==> src/rtl/floata_pkg.sv <==
// Shared constants and FSM state type for the FLOATA conversion scheduler.
package floata_pkg;

  localparam int DQ_W  = 16;
  localparam int DQ0_W = 11;

  typedef enum logic {
    IDLE = 1'b0,
    WAIT = 1'b1
  } state_e;

  // Latency counter width: ceil(log2(lat+1)), never below one bit.
  function automatic int cnt_width(input int lat);
    if (lat <= 1) return 1;
    return $clog2(lat + 1);
  endfunction

endpackage

==> src/rtl/floata_sched_rr_arbiter.sv <==
// Combinational round-robin picker: first requester at or after last+1, wrapping.
module rr_arbiter #(
  parameter int NCH = 4
) (
  input  logic [NCH-1:0]         req,
  input  logic [$clog2(NCH)-1:0] last,
  output logic [NCH-1:0]         grant,
  output logic [$clog2(NCH)-1:0] idx
);

  localparam int IW = $clog2(NCH);

  logic [IW-1:0] cand;
  logic          found;

  // NCH is a power of two, so IW-bit addition wraps exactly modulo NCH.
  always_comb begin
    grant = '0;
    idx   = '0;
    cand  = '0;
    found = 1'b0;
    for (int k = 1; k <= NCH; k++) begin
      cand = last + IW'(k);
      if (!found && req[cand]) begin
        found       = 1'b1;
        grant[cand] = 1'b1;
        idx         = cand;
      end
    end
  end

endmodule

==> src/rtl/floata_sched.sv <==
// Shares one external FLOATA converter among NCH requesters, one conversion in flight at a time.
module floata_sched
  import floata_pkg::*;
#(
  parameter int NCH    = 4,
  parameter int FA_LAT = 0
) (
  input  logic                   clk,
  input  logic                   reset,
  input  logic [NCH-1:0]         req,
  input  logic [NCH*DQ_W-1:0]    dq_in,
  output logic [NCH-1:0]         ack,
  output logic [DQ_W-1:0]        fa_dq,
  input  logic [DQ0_W-1:0]       fa_dq0,
  output logic [DQ0_W-1:0]       dq0_out,
  output logic                   dq0_valid,
  output logic [$clog2(NCH)-1:0] dq0_ch,
  output logic                   busy,
  input  logic                   scan_in0,
  input  logic                   scan_in1,
  input  logic                   scan_in2,
  input  logic                   scan_in3,
  input  logic                   scan_in4,
  input  logic                   scan_enable,
  input  logic                   test_mode,
  output logic                   scan_out0,
  output logic                   scan_out1,
  output logic                   scan_out2,
  output logic                   scan_out3,
  output logic                   scan_out4,
  output state_e                 state
);

  localparam int IW = $clog2(NCH);
  localparam int CW = cnt_width(FA_LAT);

  // Handshake: req[i] is held until ack[i] pulses; ack[i] means dq_in slice i
  // was captured on that edge. dq0_valid pulses once per grant and qualifies
  // dq0_out/dq0_ch for that single cycle; both then hold until the next capture.

  state_e           state_q, state_d;
  logic [CW-1:0]    cnt_q, cnt_d;
  logic [IW-1:0]    last_q, last_d;
  logic [NCH-1:0]   ack_q, ack_d;
  logic [DQ_W-1:0]  fa_dq_q, fa_dq_d;
  logic [DQ0_W-1:0] dq0_out_q, dq0_out_d;
  logic [IW-1:0]    dq0_ch_q, dq0_ch_d;
  logic             dq0_valid_q, dq0_valid_d;

  logic [NCH-1:0]   grant;
  logic [IW-1:0]    win_idx;
  logic [DQ_W-1:0]  dq_sel;

  rr_arbiter #(.NCH(NCH)) u_arb (
    .req   (req),
    .last  (last_q),
    .grant (grant),
    .idx   (win_idx)
  );

  always_comb begin
    dq_sel = '0;
    for (int i = 0; i < NCH; i++) begin
      if (grant[i]) dq_sel = dq_sel | dq_in[i*DQ_W +: DQ_W];
    end
  end

  always_ff @(posedge clk or negedge reset) begin
    if (!reset) begin
      state_q     <= IDLE;
      cnt_q       <= '0;
      last_q      <= IW'(NCH - 1);
      ack_q       <= '0;
      fa_dq_q     <= '0;
      dq0_out_q   <= '0;
      dq0_ch_q    <= '0;
      dq0_valid_q <= 1'b0;
    end else begin
      state_q     <= state_d;
      cnt_q       <= cnt_d;
      last_q      <= last_d;
      ack_q       <= ack_d;
      fa_dq_q     <= fa_dq_d;
      dq0_out_q   <= dq0_out_d;
      dq0_ch_q    <= dq0_ch_d;
      dq0_valid_q <= dq0_valid_d;
    end
  end

  // last doubles as the owner of the conversion in flight.
  always_comb begin
    state_d     = state_q;
    cnt_d       = cnt_q;
    last_d      = last_q;
    ack_d       = '0;
    fa_dq_d     = fa_dq_q;
    dq0_out_d   = dq0_out_q;
    dq0_ch_d    = dq0_ch_q;
    dq0_valid_d = 1'b0;
    case (state_q)
      IDLE: begin
        if (|req) begin
          ack_d   = grant;
          fa_dq_d = dq_sel;
          last_d  = win_idx;
          cnt_d   = CW'(FA_LAT);
          state_d = WAIT;
        end
      end
      WAIT: begin
        if (cnt_q != '0) begin
          cnt_d = cnt_q - CW'(1);
        end else begin
          dq0_out_d   = fa_dq0;
          dq0_ch_d    = last_q;
          dq0_valid_d = 1'b1;
          state_d     = IDLE;
        end
      end
      default: state_d = IDLE;
    endcase
  end

  assign ack       = ack_q;
  assign fa_dq     = fa_dq_q;
  assign dq0_out   = dq0_out_q;
  assign dq0_ch    = dq0_ch_q;
  assign dq0_valid = dq0_valid_q;
  assign busy      = (state_q != IDLE);
  assign state     = state_q;

  assign scan_out0 = 1'b0;
  assign scan_out1 = 1'b0;
  assign scan_out2 = 1'b0;
  assign scan_out3 = 1'b0;
  assign scan_out4 = 1'b0;

  logic unused_scan;
  assign unused_scan = ^{scan_in0, scan_in1, scan_in2, scan_in3, scan_in4,
                         scan_enable, test_mode};

endmodule

==> config.mk <==
export PLATFORM = sky130hd
export DESIGN_NAME = floata_sched
export DESIGN_NICKNAME = d
export VERILOG_FILES = /design/src/rtl/floata_pkg.sv /design/src/rtl/floata_sched_rr_arbiter.sv /design/src/rtl/floata_sched.sv
export SDC_FILE = /design/constraint.sdc
export NUM_CORES = 1
export LEC_CHECK = 0
export ABC_AREA = 0
export BUFFER_PORTS_ARGS = -buffer_cell sky130_fd_sc_hd__buf_4
export CORE_UTILIZATION = 40
export CTS_CLUSTER_DIAMETER = 60
export DETAILED_ROUTE_END_ITERATION = 16
export PLACE_DENSITY = 0.74
export SLEW_MARGIN = 20
export SYNTH_ARGS = -nofsm -noshare
export SYNTH_HDL_FRONTEND = slang
export SYNTH_SLANG_ARGS = --single-unit
==> constraint.sdc <==
create_clock -name clk -period 4.4 [get_ports clk]
set_input_delay 1.1 -clock clk [delete_from_list [all_inputs] [get_ports clk]]
set_output_delay 1.1 -clock clk [all_outputs]
set_load 0.01 [all_outputs]
==> implementation parameters <==
Parameter                              Value

Run status
  Outcome ... completed

CTS
  CTS clk-pin slew, worst paths ... 0.07 ns
  CTS buffer count ... 5
  H-tree levels ... 2
  Hold bufs inserted after CTS ... 0
  Number of gates given a new drive strength after cts ... 0
  Clock latency on the worst-skew pair ... 0.28 ns
  Clk sink count ... 37
  Clock tree from TritonCTS ... done
  Buffer levels on the longest clock path ... 2
  Post-CTS setup buffer count ... 0
  Library cell used as clock root buffer ... clkbuf_8

Synthesis
  Register area share after synthesis ... 0.424
  Area share of the leading cell type in the synthesized netlist ... 0.400
  Commonest cells in the synthesized netlist ... dfrtp_1, a22oi_1, nor2_1
  Number of flops mapped to enable cells by yosys ... 0
  Area of the mapped netlist ... approximately 2200 um^2
  Async set-reset flop share out of synthesis ... 1.00
  YS warnings ... 0
  Yosys reg bits ... 37
  Top flip-flop cell by instance count after synthesis ... dfrtp_1
  Synthesized area per cell ... about 11 um^2
  Largest area contributor in the synthesized netlist ... dfrtp_1
  Synth Instances ... about 200
  Most common cell in the synthesized netlist ... dfrtp_1
  Top post-synthesis cells by area ... dfrtp_1, a22oi_1, mux2_2
  Cell variety after synth ... 32

Route
  Number of search-and-repair iterations in the first detailed-routing pass ... 4
  DRT antenna net count ... 0
  Via count ... about 1900
  Initial detailed-routing violation count ... between 100 and 150
  Average detailed-routed wire length per instance ... roughly 14 um
  DRC Markers ... 0
  DRT Wirelength ... 5380 um
  Average vias per placed instance ... between 5 and 6

Final layout
  Area Overhead vs Synth ... 43.5%
  FF/Latch Area ... 928 um^2
  Cell area after layout ... about 3100 um^2
  Area of combinational cells with multiple inputs ... ~1100 um^2
  Layout Utilization ... 0.604
  Total number of nets in the final design ... 400
  Ratio of cells with drive above 1 in the final layout ... 0.538
  Number of diodes ... 0
  Number of filler cells placed in the layout ... 474

STA
  Peak clock frequency supported by timing ... 0.285 GHz
  Largest clock skew in the final design ... about 0.0059 ns
  Sum of negative setup slack ... 0 ns
  Clock period minus worst slack ... roughly 3.5 ns
  Number of max-slew violations in the final report ... 0
  Actual slew at the worst max-slew pin ... between 0.6 and 0.7 ns
  # setup viols final ... 0
  Unrepaired setup endpoints after global routing ... no
  Final Hold Vio Count ... 0
  Worst slew margin ... 0.550
  Period utilization ... 0.797

Power
  Power Dens Cells ... a little over 700 nW/um^2
  Standby leakage power ... around 0.0015 uW
  Worst IR Drop VDD ... 0.277 mV

Flow run
  Number of max-cap violations ... 0

Floorplan
  Placeable core region ... about 5200 um^2
  Height of the chip ... about 76 um
  Std-Cell Rows ... 26
  I/O Pins ... about 130
  Die area ... approximately 5800 um^2
  Initial standard-cell utilization of the core ... 0.421
  Die extent in x ... between 70 and 80 um

Hold path
  Min-Delay Path Class ... flop to flop
  Hold Startpoint ... dq0_out[6]$_DFFE_PN0P_

Global route
  GR Overflow Total ... 0
  Wire length of the first global-routing pass ... about 8800 um
  Vias in the first global route ... around 1800
  Maximum number of pins on one net before global-route repair ... 38
  Total global-route track usage ... 0.190
  Initial antenna violation count ... 0

Placed design
  Routability cong. ... 0.833
  Port Buffers ... 116
  Total placed instance area ... 3030 um^2
  Post-detail-place hpwl ... between 4000 and 5000 um

Setup path
  CP startpoint kind ... flop
  Type of element capturing the critical path ... flop
  Critical Setup Path Class ... flop to flop
  Crit path launch ... last_q[1]$_DFFE_PN1P_
  Largest fanout on the critical path ... 17
  Arrival time of the worst setup path ... around 3.7 ns
  Critical path data required time ... between 4 and 5 ns
  Start of the worst register-to-register path ... last_q[1]$_DFFE_PN1P_
## flip-flops by register name, summed over array words and instances, names as in the netlist
name	cells
dq0_out	11
last_q	2
dq0_valid	1
dq0_ch	2
fa_dq	16
ack	4
busy	1
## through the flow
| step | hold WS, ns | setup slack [ns] | total power, uW | instances |
|---|---|---|---|---|
| finish | 0.509 | 0.893 | 2250 | 375 |
| CTS | 0.513 | 0.921 | 2270 | 375 |
| floorplan | 0.453 | 1.46 | 1620 | 199 |
| detailed placement | 0.497 | 0.802 | 1970 | 367 |
| global placement | 0.491 | 0.927 | 1930 | 367 |
| global route | 0.528 | 0.586 | 2430 | 375 |
## cell families (layout without fill, tap and decap cells)
| family | Yosys count | in the layout | synth area share |
|---|---|---|---|
| compound gates | 62 | 62 | 0.234 |
| xor+xnor | 1 | 1 | 0.00400 |
| fa+ha+maj | 8 | 8 | 0.0457 |
| buf+inv | 28 | 134 | 0.0874 |
| flops | 37 | 37 | 0.424 |
| mux | 19 | 19 | 0.118 |
| other cells | 1 | 5 | 0.00171 |
| simple gates | 39 | 39 | 0.0857 |
## routing by layer
metal	routed length, um	global-route usage
met5	0	0
met4	57	0.0673
met3	474	0.0587
met2	2640	0.316
met1	2210	0.234
## layout by cell type, fill, tap and decap left out, types with 4 or more instances in the layout
cell type  instances
ha_1               8
a22oi_1           21
mux4_2             4
inv_1              6
a31oi_1           17
mux2_2            14
a21o_1             4
a22oi_2           11
clkbuf_8           6
conb_1             5
and2_1             4
dfrtp_1           35
nor2_1            17
nand2_1           10
buf_4            120
## area by class of cell
type,instances,share of cell area
multi-input combinational,134,0.346
sequential,37,0.295
timing repair buffer,120,0.287
tap,70,0.0279
clock buffer,7,0.0275
clock inverter,1,0.00955
inverter,6,0.00716
## critical path, cell delays in order (launching register included)
cell and delay (ns):
dfstp_2 0.66, inv_1 0.14, ha_1 0.43, mux4_2 0.58, nor4b_2 0.55, a21o_1 0.64
a22oi_1 0.19, a31oi_1 0.22
## final timing paths
| kind | cells after the start | slack, ns | end |
|---|---|---|---|
| min reg2reg | 1 | 0.51 | dq0_out[6]$_DFFE_PN0P_ |
| max in group asynchronous | 1 | 3.28 | last_q[0]$_DFFE_PN1P_ |
| min | 1 | 0.51 | dq0_out[6]$_DFFE_PN0P_ |
| max reg2reg | 7 | 0.89 | fa_dq[4]$_DFFE_PN0P_ |
| min in group asynchronous | 1 | 0.77 | dq0_ch[1]$_DFFE_PN0P_ |
| max | 7 | 0.89 | fa_dq[4]$_DFFE_PN0P_ |
## report_power, final
group          leakage, uW  total (uW)  switching (uW)  internal [uW]
logic             0.000971        1360             708            652
clock network    0.0000585         298             113            185
registers         0.000434         590            94.1            496
No activity file was read; power rests on OpenSTA's default activity.
